==> src/rtl/dso_pkg.sv <==
// Shared types and constants for the DSO capture path.
// Holds the capture state encoding and the trigger source codes.
package dso_pkg;

    localparam int SMPL_W = 8;
    localparam int NUM_CH = 3;

    typedef enum logic [2:0] {
        IDLE,
        ARM,
        WAIT_TRIG,
        POST,
        DONE
    } cap_state_t;

    // Source select: bit 1 set means force, bit 0 is then don't-care.
    localparam logic [1:0] TRIG_CH1   = 2'b00;
    localparam logic [1:0] TRIG_CH2   = 2'b01;
    localparam logic [1:0] TRIG_FORCE = 2'b10;

endpackage

==> src/rtl/dso_capture_if.sv <==
// Sample RAM write port between the capture controller and the RAM.
interface dso_capture_if #(
    parameter int AW = 9
);
    logic                                       we;
    logic [AW-1:0]                              waddr;
    logic [dso_pkg::NUM_CH*dso_pkg::SMPL_W-1:0] wdata;

    modport master (output we, waddr, wdata);
    modport slave  (input  we, waddr, wdata);
endinterface

==> src/rtl/dso_capture_trig_detect.sv <==
// Trigger comparator synchronizers, edge detection and source/edge select.
// Produces a registered single-cycle event, three clocks after a pin change.
module trig_detect
    import dso_pkg::*;
(
    input  logic       clk,
    input  logic       rst,
    input  logic       trig1,
    input  logic       trig2,
    input  logic [1:0] trig_src,
    input  logic       trig_edge,
    output logic       trig_evt
);

    // bit 0 follows trig1, bit 1 follows trig2
    logic [1:0] s1, s2, s3;
    logic [1:0] rise, fall;
    logic       evt_d;

    always_ff @(posedge clk) begin
        if (rst) begin
            s1       <= '0;
            s2       <= '0;
            s3       <= '0;
            trig_evt <= 1'b0;
        end else begin
            s1       <= {trig2, trig1};
            s2       <= s1;
            s3       <= s2;
            trig_evt <= evt_d;
        end
    end

    assign rise = s2 & ~s3;
    assign fall = ~s2 & s3;

    always_comb begin
        evt_d = 1'b0;
        if (|(trig_src & TRIG_FORCE))
            evt_d = 1'b1;
        else if (trig_src == TRIG_CH1)
            evt_d = trig_edge ? rise[0] : fall[0];
        else
            evt_d = trig_edge ? rise[1] : fall[1];
    end

endmodule

==> src/rtl/dso_capture.sv <==
// Capture controller: decimates A2D samples into a circular sample RAM,
// waits for the selected trigger and stops after trig_pos post-trigger writes.
module dso_capture
    import dso_pkg::*;
#(
    parameter int AW = 9
) (
    input  logic              clk,
    input  logic              rst,
    input  logic              smpl_en,
    input  logic [SMPL_W-1:0] ch1_data,
    input  logic [SMPL_W-1:0] ch2_data,
    input  logic [SMPL_W-1:0] ch3_data,
    input  logic              trig1,
    input  logic              trig2,
    input  logic              start,
    input  logic [1:0]        trig_src,
    input  logic              trig_edge,
    input  logic [AW-1:0]     trig_pos,
    input  logic [3:0]        decimator,
    dso_capture_if.master     wr,
    output logic              armed,
    output logic              capture_done,
    output logic [AW-1:0]     trig_addr
);

    localparam logic [AW:0] DEPTH = (AW+1)'(1) << AW;

    cap_state_t state, state_nxt;

    logic                     trig_evt;
    logic [15:0]              dec_cnt;
    logic [15:0]              dec_mask;
    logic                     accept;
    logic                     wr_ok;
    logic                     wr_fire;
    logic                     done_set;
    logic [AW-1:0]            wptr;
    logic [AW:0]              wr_cnt;
    logic [AW-1:0]            post_cnt;
    logic [AW-1:0]            tp_eff;
    logic [AW:0]              pre_len;
    logic                     arm_last;
    logic                     post_last;
    logic                     we_q;
    logic [AW-1:0]            waddr_q;
    logic [NUM_CH*SMPL_W-1:0] wdata_q;

    trig_detect u_trig (
        .clk       (clk),
        .rst       (rst),
        .trig1     (trig1),
        .trig2     (trig2),
        .trig_src  (trig_src),
        .trig_edge (trig_edge),
        .trig_evt  (trig_evt)
    );

    // Keep one sample when the low 'decimator' bits of the count are all ones.
    assign dec_mask = ~(16'hFFFF << decimator);
    assign accept   = smpl_en && ((dec_cnt & dec_mask) == dec_mask);
    assign wr_fire  = accept && wr_ok;

    assign tp_eff    = (trig_pos == '0) ? AW'(1) : trig_pos;
    assign pre_len   = DEPTH - {1'b0, tp_eff};
    assign arm_last  = (wr_cnt + (AW+1)'(1)) == pre_len;
    assign post_last = (post_cnt + AW'(1)) == tp_eff;

    always_ff @(posedge clk) begin
        if (rst) state <= IDLE;
        else     state <= state_nxt;
    end

    always_comb begin
        state_nxt = state;
        if (start) begin
            state_nxt = ARM;
        end else begin
            case (state)
                IDLE:      state_nxt = IDLE;
                ARM:       if (wr_fire && arm_last) state_nxt = WAIT_TRIG;
                // A sample arriving with the event is already post-trigger.
                WAIT_TRIG: if (trig_evt)
                               state_nxt = (wr_fire && tp_eff == AW'(1)) ? DONE : POST;
                POST:      if (wr_fire && post_last) state_nxt = DONE;
                DONE:      state_nxt = DONE;
                default:   state_nxt = IDLE;
            endcase
        end
    end

    always_comb begin
        wr_ok    = 1'b0;
        armed    = 1'b0;
        done_set = 1'b0;
        case (state)
            ARM, POST: wr_ok = 1'b1;
            WAIT_TRIG: begin
                wr_ok = 1'b1;
                armed = 1'b1;
            end
            DONE:      done_set = 1'b1;
            default:   ;
        endcase
    end

    always_ff @(posedge clk) begin
        if (rst) begin
            dec_cnt      <= '0;
            wptr         <= '0;
            wr_cnt       <= '0;
            post_cnt     <= '0;
            we_q         <= 1'b0;
            waddr_q      <= '0;
            wdata_q      <= '0;
            trig_addr    <= '0;
            capture_done <= 1'b0;
        end else begin
            we_q         <= 1'b0;
            // Registered from state so it trails the final write strobe by a clock.
            capture_done <= done_set && !start;
            if (start) begin
                dec_cnt  <= '0;
                wptr     <= '0;
                wr_cnt   <= '0;
                post_cnt <= '0;
                waddr_q  <= '0;
            end else begin
                if (smpl_en)
                    dec_cnt <= dec_cnt + 16'd1;
                if (wr_fire) begin
                    we_q    <= 1'b1;
                    waddr_q <= wptr;
                    wdata_q <= {ch3_data, ch2_data, ch1_data};
                    wptr    <= wptr + AW'(1);
                end
                if (state == ARM && wr_fire)
                    wr_cnt <= wr_cnt + (AW+1)'(1);
                if (state == WAIT_TRIG && trig_evt) begin
                    trig_addr <= wptr;
                    post_cnt  <= wr_fire ? AW'(1) : '0;
                end else if (state == POST && wr_fire) begin
                    post_cnt <= post_cnt + AW'(1);
                end
            end
        end
    end

    assign wr.we    = we_q;
    assign wr.waddr = waddr_q;
    assign wr.wdata = wdata_q;

endmodule

==> src/flat_wrapper.sv <==
// flat-port wrapper written by rule: the top's interface ports become plain ports
module dso_capture_flat import dso_pkg::*;
#(
    parameter int AW = 9
)
  (clk, rst, smpl_en, ch1_data, ch2_data, ch3_data, trig1, trig2, start, trig_src, trig_edge, trig_pos, decimator, armed, capture_done, trig_addr, wr_we, wr_waddr, wr_wdata);
  dso_capture_if #(.AW(AW)) wr_i ();
  input  logic clk;
  input  logic rst;
  input  logic smpl_en;
  input  logic [SMPL_W-1:0] ch1_data;
  input  logic [SMPL_W-1:0] ch2_data;
  input  logic [SMPL_W-1:0] ch3_data;
  input  logic trig1;
  input  logic trig2;
  input  logic start;
  input  logic [1:0] trig_src;
  input  logic trig_edge;
  input  logic [AW-1:0] trig_pos;
  input  logic [3:0] decimator;
  output logic armed;
  output logic capture_done;
  output logic [AW-1:0] trig_addr;
  output wire logic [$bits(wr_i.we)-1:0] wr_we;
  output wire logic [$bits(wr_i.waddr)-1:0] wr_waddr;
  output wire logic [$bits(wr_i.wdata)-1:0] wr_wdata;
  assign wr_we = wr_i.we;
  assign wr_waddr = wr_i.waddr;
  assign wr_wdata = wr_i.wdata;
  dso_capture #(.AW(AW)) u_core (.clk(clk), .rst(rst), .smpl_en(smpl_en), .ch1_data(ch1_data), .ch2_data(ch2_data), .ch3_data(ch3_data), .trig1(trig1), .trig2(trig2), .start(start), .trig_src(trig_src), .trig_edge(trig_edge), .trig_pos(trig_pos), .decimator(decimator), .wr(wr_i), .armed(armed), .capture_done(capture_done), .trig_addr(trig_addr));
endmodule
==> config.mk <==
export PLATFORM = sky130hd
export DESIGN_NAME = dso_capture_flat
export DESIGN_NICKNAME = d
export VERILOG_FILES = /design/src/rtl/dso_pkg.sv /design/src/rtl/dso_capture_if.sv /design/src/rtl/dso_capture_trig_detect.sv /design/src/rtl/dso_capture.sv /design/src/flat_wrapper.sv
export SDC_FILE = /design/constraint.sdc
export NUM_CORES = 1
export LEC_CHECK = 0
export BUFFER_PORTS_ARGS = -buffer_cell sky130_fd_sc_hd__buf_2
export CAP_MARGIN = 40
export CORE_MARGIN = 10
export CORE_UTILIZATION = 50
export DETAILED_ROUTE_END_ITERATION = 10
export GPL_ROUTABILITY_DRIVEN = 0
export PLACE_DENSITY_LB_ADDON = 0.1
export RECOVER_POWER = 50
export SYNTH_ARGS = -nofsm -noshare
export SYNTH_HDL_FRONTEND = slang
export SYNTH_SLANG_ARGS = --single-unit
==> constraint.sdc <==
create_clock -name clk -period 2.61 [get_ports clk]
set_clock_uncertainty 0.05 [all_clocks]
set_input_delay 0 -clock clk [delete_from_list [all_inputs] [get_ports clk]]
set_output_delay 0 -clock clk [all_outputs]
set_load 0.1 [all_outputs]
**After elaboration in Yosys (flattened, before gate mapping)**

Index checks and enable logic that the tools add are counted.

- Latch bits: 0
- Memories kept: 0
- Output and inout bits: 45
- Bits in registers: 98
- Input port bits: 46
- Memory bits (writable): 0
- Word-level logic and storage cells: 79
- Bits in read-only memories: 0

- $lt $le $gt $ge: 0
- Bitwise gates (word level): 7
- Eq/ne operators: 14
- Add/subtract/negate cells: 5
- Mux-type cells: 18
- Multipliers: 0
- Reduce and logical (&&, ||, !) cells: 19
- Shift operators: 1
- Div/mod/pow operators: 0

Operators with widths:

| cell | count |
|---|---|
| 2-to-1 mux 9 bit | 3 |
| adder 9 x 1 -> 9 bit (second input constant) | 2 |
| adder 16 x 1 -> 16 bit (second input constant) | 1 |
| bitwise AND 16 bit | 1 |
| == test 16 bit | 1 |
| NOT 16 bit | 1 |
| << shifter 16 x 4 -> 16 bit (first input constant) | 1 |
| 2-to-1 mux 3 bit | 4 |
| case mux 3 bit (4 select lines) | 1 |
| adder 10 x 1 -> 10 bit (second input constant) | 1 |
| == test 10 bit | 1 |
| 2-to-1 mux 1 bit | 10 |
| subtractor 10 x 9 -> 10 bit (first input constant) | 1 |
| == test 9 x 1 -> 1 bit (second input constant) | 1 |
| == test 9 bit | 1 |
| logical AND 1 bit | 9 |
| logical NOT 9 bit | 1 |
| == test 3 x 2 -> 1 bit (second input constant) | 2 |
| inequality test 3 x 2 -> 1 bit (second input constant) | 2 |
| AND reduction 3 bit | 2 |
| bitwise AND 2 bit | 2 |
| inequality test 2 x 1 -> 1 bit (second input constant) | 2 |
| NOT 2 bit | 2 |
| AND reduction 2 bit | 2 |
| other kinds (10) | 10 |

**Depth between registers and ports, before layout**

Gate-level depths: netlist (run 1).

- Depth after elaboration: 11
- Depth in mapped cells: 12

**Hierarchy**

Synthesis (run 1) repeated with hierarchy kept, for this count alone.

- Cell total of the unflattened synthesis: 564
- Area, all modules: 4710.8 sq um

Modules (own cells, without submodules):

| module | cells an instance | sequential area each (sq um) | instances | area each (sq um) |
|---|---|---|---|---|
| dso_capture | 543 | 1801.7 | 1 | 4474.3 |
| trig_detect | 21 | 140.1 | 1 | 236.5 |

**Least setup slack after synthesis (run 1)**

Ideal clock, no wire load.

- Path type: reg-to-reg
- Start point: register u_core.state[2]
- End point: register u_core.trig_addr[0]
- Path slack: -0.557 ns
- Arrival time: 2.989 ns
- Clock period less this slack: 3.167 ns
- Setup time: 0.128 ns
- Stages on the path, launching flop included: 7
- Cells stage by stage: dfxtp_1 > nand2b_1 > nor2_1 > nand2_1 > nor2_1 > mux2i_1 > nor2_1

- Word-level cells in the longest chain between the ends: 3

RTL lines:

| what | line | text |
|---|---|---|
| start, declared | dso_capture.sv:29 | `cap_state_t state, state_nxt;` |
| start signal, assigned | dso_capture.sv:71 | `else state <= state_nxt;` |
| == test 3 x 2 -> 1 bit | dso_capture.sv:139 | `if (state == WAIT_TRIG && trig_evt) begin` |
| logical AND 1 bit | dso_capture.sv:139 |  |
| AND reduction 2 bit (no source line) | - |  |
| end signal, assigned | dso_capture.sv:140 | `trig_addr <= wptr;` |
| end, declared | dso_capture.sv:24 | `output logic [AW-1:0] trig_addr` |

No other way between the ends.
A chain may end at the register's enable or synchronous reset.

**Final worst setup path (run 1)**

- Start point: register u_core.wr_cnt[0]
- End point: register u_core.state[0]

- Word-level cells in the longest chain between the ends: 5

RTL lines:

| what | line | text |
|---|---|---|
| start, declared | dso_capture.sv:39 | `logic [AW:0] wr_cnt;` |
| start signal, assigned | dso_capture.sv:138 | `wr_cnt <= wr_cnt + (AW+1)'(1);` |
| adder 10 x 1 -> 10 bit | dso_capture.sv:66 | `assign arm_last = (wr_cnt + (AW+1)'(1)) == pre_len;` |
| == test 10 bit | dso_capture.sv:66 |  |
| logical AND 1 bit | dso_capture.sv:81 | `ARM: if (wr_fire && arm_last) state_nxt = WAIT_TRIG;` |
| inequality test 3 x 2 -> 1 bit (no source line) | - |  |
| AND reduction 3 bit (no source line) | - |  |

No other way between the ends.

==> metrics.md, run 1 <==
| Metric | Value |
|---|---|
| Status | complete, no violations |
| Sequential-to-total area share from yosys stat | 0.4181 |
| CTS tree | done |
| Pre-antenna DRT Iters | 4 |
| Syn nets | 598 |
| Maximum clock frequency | 0.3998 GHz |
| Post-DP HPWL | 8131 um |
| Row Count | 35 |
| Remaining antenna violation count | 0 |
| Overall die area | 0.01354 mm^2 |
| First-pass GRT wire length | 20010 um |
| Number of DRC markers in iteration 0 | 186 |
| Syn avg cell area | 8.506 um^2 |
| Setup_tns | 0 ns |
| Clock transition at path regs | 0.10 ns |
| Top cell type's share of synthesized area | 0.4181 |
| CTS root buf | clkbuf_8 |
| Starting density of the core | 0.5075 |
| Vias in the first global route | 4189 |
| Peak VDD IR | 0.4156 mV |
| Total global routing overflow | 0 |
| Largest net degree at the start of global routing | 43 |
| Yosys warns | 0 |
| WP data arrival | 2.69 ns |
| Utilization after layout | 0.6239 |
| Post-synth top flop | dfxtp_1 |
| R2R depth | 8 |
| Port Buffers | 90 |
| CTS Sinks | 97 |
| Cells after Synth | 546 |
| Max_cap viols | 0 |
| N_diodes | 0 |
| Die span in x | 116.4 um |
| Synthesis-stage register bit count | 97 |
| Core Box Area | 0.009153 mm^2 |
| I/O Pins | 91 |
| Max stage delay on crit path | 0.50 ns |
| Slew margin rel. | 0.1822 |
| Fin crit period | 2.501 ns |
| Critical path class | flop to flop |
| Max-slew violations | 0 |
| Worst hold stages | 3 |
| Mapped Area | 0.004644 mm^2 |
| DRC viols | 0 |
| Area leader, netlist | dfxtp_1 |
| Netlist cell types | 55 |
| Max clock buf depth | 2 |
| Routed wire length | 11800 um |
| Vias per inst | 5.266 |
| Crit path cell chain | ha_2, nand3_2, or2_2, xnor3_1, a21o_1, or4b_1, o21ai_0, a21oi_1 |
| Die height | 116.4 um |
| # fillers | 843 |
| Worst-skew pair later-pin latency | 0.37 ns |
| DR WL/cell | 15.09 um |
| Crit. End Element | flop |
| RSZ-0062 raised after global routing | no |
| Multi-input gate area | 0.002564 mm^2 |
| CP max FO | 5 |
| GRT Overall Usage | 0.1817 |
| Final Hold Viols | 0 |
| Worst Hold Class | input port to flop |
| EDFF count, synth | 0 |
| # nets final | 719 |
| Tcrit/Tclk final | 0.9582 |
| P per Cell Area | 476.1 mW/mm^2 |
| Area Overhead vs Synth | 22.95% |
| Worst EP required | 2.80 ns |
| Initial antenna violation count | 1 |
| Ys async rst share | 0 |
| Total number of vias | 4118 |
| Max stage delay cell, worst path | or4b_1 |
| Leakage | 2.034 nW |
| Number of buffers created by CTS | 9 |
| Final number of setup-violating endpoints | 0 |
| Top post-synthesis cells by area | dfxtp_1, xor2_1, nand2_1, nor2_1, xnor2_1 |
| Worst slew pin tran | 1.232 ns |
| Share of layout cells above drive strength 1 | 0.1297 |
| H-tree depth | 3 |
| Crit start category | flop |
| Sequential Area | 0.001943 mm^2 |
-- worst max-delay path: cells and delay by family, from the launching register on --
family / cells / cell delay (ns)
simple gates: 3 / 0.98
compound gates: 3 / 0.41
xor+xnor: 1 / 0.36
flops: 1 / 0.35
fa+ha+maj: 1 / 0.21
-- cell usage after synthesis, drive strengths merged, types with 2 or more instances --
library cell / instances
dfxtp: 97
nand2: 77
nor2: 71
a21oi: 39
xor2: 35
xnor2: 23
nand3: 21
mux2i: 20
o21ai: 15
clkbuf: 13
nand4: 13
buf: 12
nor3: 12
inv: 11
nor2b: 9
nand2b: 7
or3: 7
and3: 6
ha: 6
and2: 5
nand3b: 4
nor4: 4
a21o: 3
xnor3: 3
a211o: 2
a211oi: 2
a2bb2oi: 2
a31oi: 2
nand4b: 2
nor3b: 2
or2: 2
-- power breakdown --
group	total [mW]	switching [mW]	internal, mW	leakage, nW
sequential	1.49	0.00500	1.49	0.783
combinational	0.207	0.105	0.102	1.15
clock	1.02	0.565	0.455	0.0986
total	2.72	0.675	2.04	2.03
-- metal layers --
metal,track usage,up-vias,part of all wire
met1,0.2132,1919,0.44
met4,0.06756,0,0.017
met5,0,-,0
met2,0.2983,90,0.47
met3,0.06471,15,0.072
li1,-,2094,-
-- path summary, 6_finish.rpt --
path                       start                  end  slack, ns
max             u_core.wr_cnt[0]      u_core.state[0]       0.11
min                          rst  u_core.u_trig.s3[1]       0.12
max reg2reg     u_core.wr_cnt[0]      u_core.state[0]       0.11
min reg2reg  u_core.u_trig.s1[1]  u_core.u_trig.s2[1]       0.40
-- sequential cells by signal (all words and copies together) (netlist names) --
register and flops:
u_core.wr.wdata 24, u_core.dec_cnt 15, u_core.wr_cnt 10, u_core.post_cnt 9
u_core.trig_addr 9, u_core.wptr 9, u_core.wr.waddr 9, u_core.state 3
u_core.u_trig.s1 2, u_core.u_trig.s2 2, u_core.u_trig.s3 2, u_core.capture_done 1
u_core.u_trig.trig_evt 1, u_core.wr.we 1
-- cells in the final DEF (no fill, tap or decap), types with 2 or more instances in the layout --
master          n
or3_1           7
nor4_4          2
nor4_1          2
a2bb2oi_1       2
buf_6           2
o21ai_0        15
inv_6           3
xnor2_1        23
nand4_1        13
nor2_1         70
nor2b_1         9
and3_1          6
nand2b_1        7
nand4b_1        2
a211o_1         2
a31oi_1         2
and2_1          5
ha_1            5
nand2_1        76
xor2_1         35
nor3_1         11
clkbuf_1       47
a211oi_1        2
nor3b_1         2
dfxtp_1        96
buf_4          10
inv_1          11
a21oi_1        39
mux2i_1        20
a21o_1          3
nand3_2         2
dlygate4sd3_1  30
nand3b_1        4
xnor3_1         3
nand3_1        19
buf_2          44
clkbuf_8        9
-- final cells by class --
class                   count  area share
multi-input cells         413      0.4489
flip-flops and latches     97      0.3403
repair buffers            135      0.1444
well taps                 111     0.02432
clock buffers               9     0.02169
clock inverters             6     0.01315
inverters                  11    0.007230
-- through the flow --
step | power [mW] | cell area, um^2 | worst slack [ns] | cells | hold slack, ns
CTS | 2.754 | 5736 | 0.009739 | 780 | 0.1021
global placement | 1.692 | 5236 | 0.1201 | 735 | 0.1602
finish | 2.719 | 5710 | 0.1090 | 782 | 0.1179
global route | 2.830 | 5710 | 0.009271 | 782 | 0.1391
detailed placement | 1.695 | 5236 | 0.03827 | 735 | 0.1661
floorplan | 1.621 | 4652 | 0.1602 | 546 | 0.06743
-- logic make-up (layout without fill, tap and decap cells) --
kind of cell,Yosys count,after routing,share of synthesized area
AOI/OAI and AO/OA,77,77,0.1002
xor gates and xnor gates,61,61,0.1239
adders and majority gates,6,6,0.01616
buffers and inverters,36,161,0.03367
DFF,97,97,0.4181
muxes,20,20,0.04310
and+or+nand+nor,249,249,0.2648
-- timing repair --
| action | in CTS | in global routing |
|---|---|---|
| endpoints found under the hold margin | 32 | 0 |
| hold buffers | 30 | 0 |
| buffers inserted | 0 | 1 |
| gates resized for setup | 0 | 6 |
| setup endpoints to repair | 0 | 19 |
Power figures use the tool's default switching activity.
==> run 2: changes to the inputs <==
CORE_UTILIZATION = 41   (was 50)
clock period = 2.1 ns   (was 2.61 ns; I/O delays follow)
==> run 2 against run 1 <==
Net effect:
- the flow now finishes with violations (setup timing)
- global-route usage shrank 3.0 points
- sequential power grew 24%
- routed wire length rose by 5.5%
- via count is 3.4% higher
- sequential share of layout area shrank 3.6 points
- non-clock buffer count increased by 55
- critical endpoint is now u_core.state[1]
- largest power group unchanged
==> metrics.md, run 2 (synthesized netlist as in run 1, its figures left out) <==
| Metric | Value |
|---|---|
| Port Buffers | 90 (unchanged) |
| Final Hold Viols | 0 (unchanged) |
| Initial antenna violation count | 1 (unchanged) |
| Die span in x | 126.4 um (+8.6%) |
| Worst Hold Class | input port to flop |
| Max_cap viols | 0 (unchanged) |
| Setup WS post-layout | -0.01852 ns (-0.1275 ns) |
| Max-slew violations | 0 (unchanged) |
| Core Box Area | 0.01098 mm^2 (+20%) |
| Worst EP required | 2.33 ns (-0.47 ns) |
| CTS tree | done |
| Hold WS | 0.1544 ns (+0.03641 ns) |
| Final number of setup-violating endpoints | 1 (+1) |
| Failing checks | setup timing |
| Clock transition at path regs | 0.06 ns (-0.04 ns) |
| DR WL/cell | 14.36 um (-4.8%) |
| Clk pwr share | 0.445 (+0.070) |
| Logic pwr share | 0.074 (-0.002) |
| Leakage | 2.420 nW (+19%) |
| Routed wire length | 12450 um (+5.5%) |
| Peak VDD IR | 0.5387 mV (+30%) |
| Post-DP HPWL | 8875 um (+9.2%) |
| Largest net degree at the start of global routing | 43 (unchanged) |
| CTS root buf | clkbuf_16 |
| Area Overhead vs Synth | 38.71% |
| Fin crit period | 2.119 ns (-0.3825 ns) |
| DRC viols | 0 (unchanged) |
| Crit. End Element | flop |
| WP data arrival | 2.34 ns (-0.35 ns) |
| Number of flip-flops in the largest register | 24 (unchanged) |
| Vias per inst | 4.913 (-6.7%) |
| Total global routing overflow | 0 (unchanged) |
| GRT Overall Usage | 0.1515 (-0.03019) |
| Utilization after layout | 0.5866 (-0.03734) |
| Internal power | 3.016 mW (+48%) |
| RSZ-0062 raised after global routing | yes |
| Setup_tns | -0.01852 ns (-0.01852 ns) |
| Tcrit/Tclk final | 1.009 (+0.05057) |
| Overall die area | 0.01598 mm^2 (+18%) |
| I/O Pins | 91 (unchanged) |
| Slew margin rel. | 0.1919 (+0.009793) |
| CTS Sinks | 97 (unchanged) |
| CP max FO | 3 (-2) |
| Pre-antenna DRT Iters | 5 (+1) |
| Total number of vias | 4260 (+3.4%) |
| Highest-count cells in the layout ignoring fill and taps | dfxtp_1, nand2_1, nor2_1 |
| Worst-skew pair later-pin latency | 0.34 ns (-0.03 ns) |
| Number of DRC markers in iteration 0 | 252 (+35%) |
| Starting density of the core | 0.4229 (-0.08458) |
| Switching share of power | 0.2152 (-0.03310) |
| Share of layout cells above drive strength 1 | 0.2311 (+0.1014) |
| H-tree depth | 3 (unchanged) |
| First-pass GRT wire length | 20420 um (+2.1%) |
| Worst reg-to-reg setup slack | -0.02 ns (-0.13 ns) |
| Remaining antenna violation count | 0 (unchanged) |
| Net switching power figure | 0.8269 mW (+23%) |
| # nets final | 774 (+7.6%) |
| Critical path class | flop to flop |
| Worst slew pin tran | 1.217 ns (-0.01475 ns) |
| Commonest non-fill, non-tap cell in the layout | dfxtp_1 |
| Row Count | 38 (+8.6%) |
| Maximum clock frequency | 0.4720 GHz (+18%) |
| Number of buffers created by CTS | 9 (unchanged) |
| Vias in the first global route | 4233 (+1.1%) |
| Crit start category | flop |
| Reg power frac | 0.481 (-0.067) |
| Status | finished with violations |
| N_diodes | 0 (unchanged) |
| P per Cell Area | 596.5 mW/mm^2 (+25%) |
| Die height | 126.4 um (+8.6%) |
| Max clock buf depth | 2 (unchanged) |
## run 2: metrics by stage
step | instance area (um^2) | setup WS (ns) | total power [mW] | std cells
after global routing | 6442 | -0.1006 | 3.985 | 867
after detailed placement | 5722 | -0.2496 | 2.129 | 814
after CTS | 6412 | -0.01910 | 3.892 | 864
after global placement | 5722 | -0.2128 | 2.126 | 814
after floorplan | 4701 | -0.1066 | 2.017 | 546
final | 6442 | -0.01852 | 3.843 | 867
## run 2: final cells by class
class,count,area (um^2)
inverter,11,41.29
tap,140,175.2
fill,992,4541
sequential,97,1962
multi-input combinational,413,2674
timing repair buffer,190,1274
clock inverter,4,48.80
clock buffer,12,267.8
## run 2: repair_timing
action | 4_1_cts | 5_1_grt
pin swaps | 1 | 1
buffers inserted | 4 | 3
hold buffers | 30 | 0
hold endpoints to repair | 31 | 0
setup endpoints to repair | 18 | 52
gates resized for setup | 13 | 17
## run 2: power by group through the flow
stage / clock network, mW / registers [mW] / logic, mW
4_1_cts: 1.76 / 1.85 / 0.279
6_report: 1.71 / 1.85 / 0.284
3_5_place_dp: 0 / 1.89 / 0.234
2_1_floorplan: 0 / 1.90 / 0.121
3_3_place_gp: 0 / 1.89 / 0.232
5_1_grt: 1.83 / 1.85 / 0.311
## run 2: final timing paths
path | from | endpoint | cells after the start
hold / removal | rst | u_core.trig_addr[3] | 3
hold reg to reg | u_core.u_trig.s1[1] | u_core.u_trig.s2[1] | 1
setup reg to reg | u_core.wr_cnt[1] | u_core.state[1] | 7
setup / recovery | u_core.wr_cnt[1] | u_core.state[1] | 7
## run 2: critical path, stage by stage (launching register included)
cell       delay (ns)
dfxtp_4          0.38
nand3_4          0.08
or3_4            0.39
a21o_1           0.18
a21o_1           0.17
or4b_4           0.54
a2bb2oi_1        0.16
a21oi_1          0.11
## run 2: metal layers
| layer | up-vias | track usage | share of wire |
|---|---|---|---|
| li1 | 2207 | - | - |
| met1 | 1937 | 0.1849 | 0.47 |
| met2 | 99 | 0.2369 | 0.44 |
| met3 | 15 | 0.05873 | 0.073 |
| met4 | 2 | 0.05492 | 0.014 |
| met5 | - | 0 | 0.0010 |
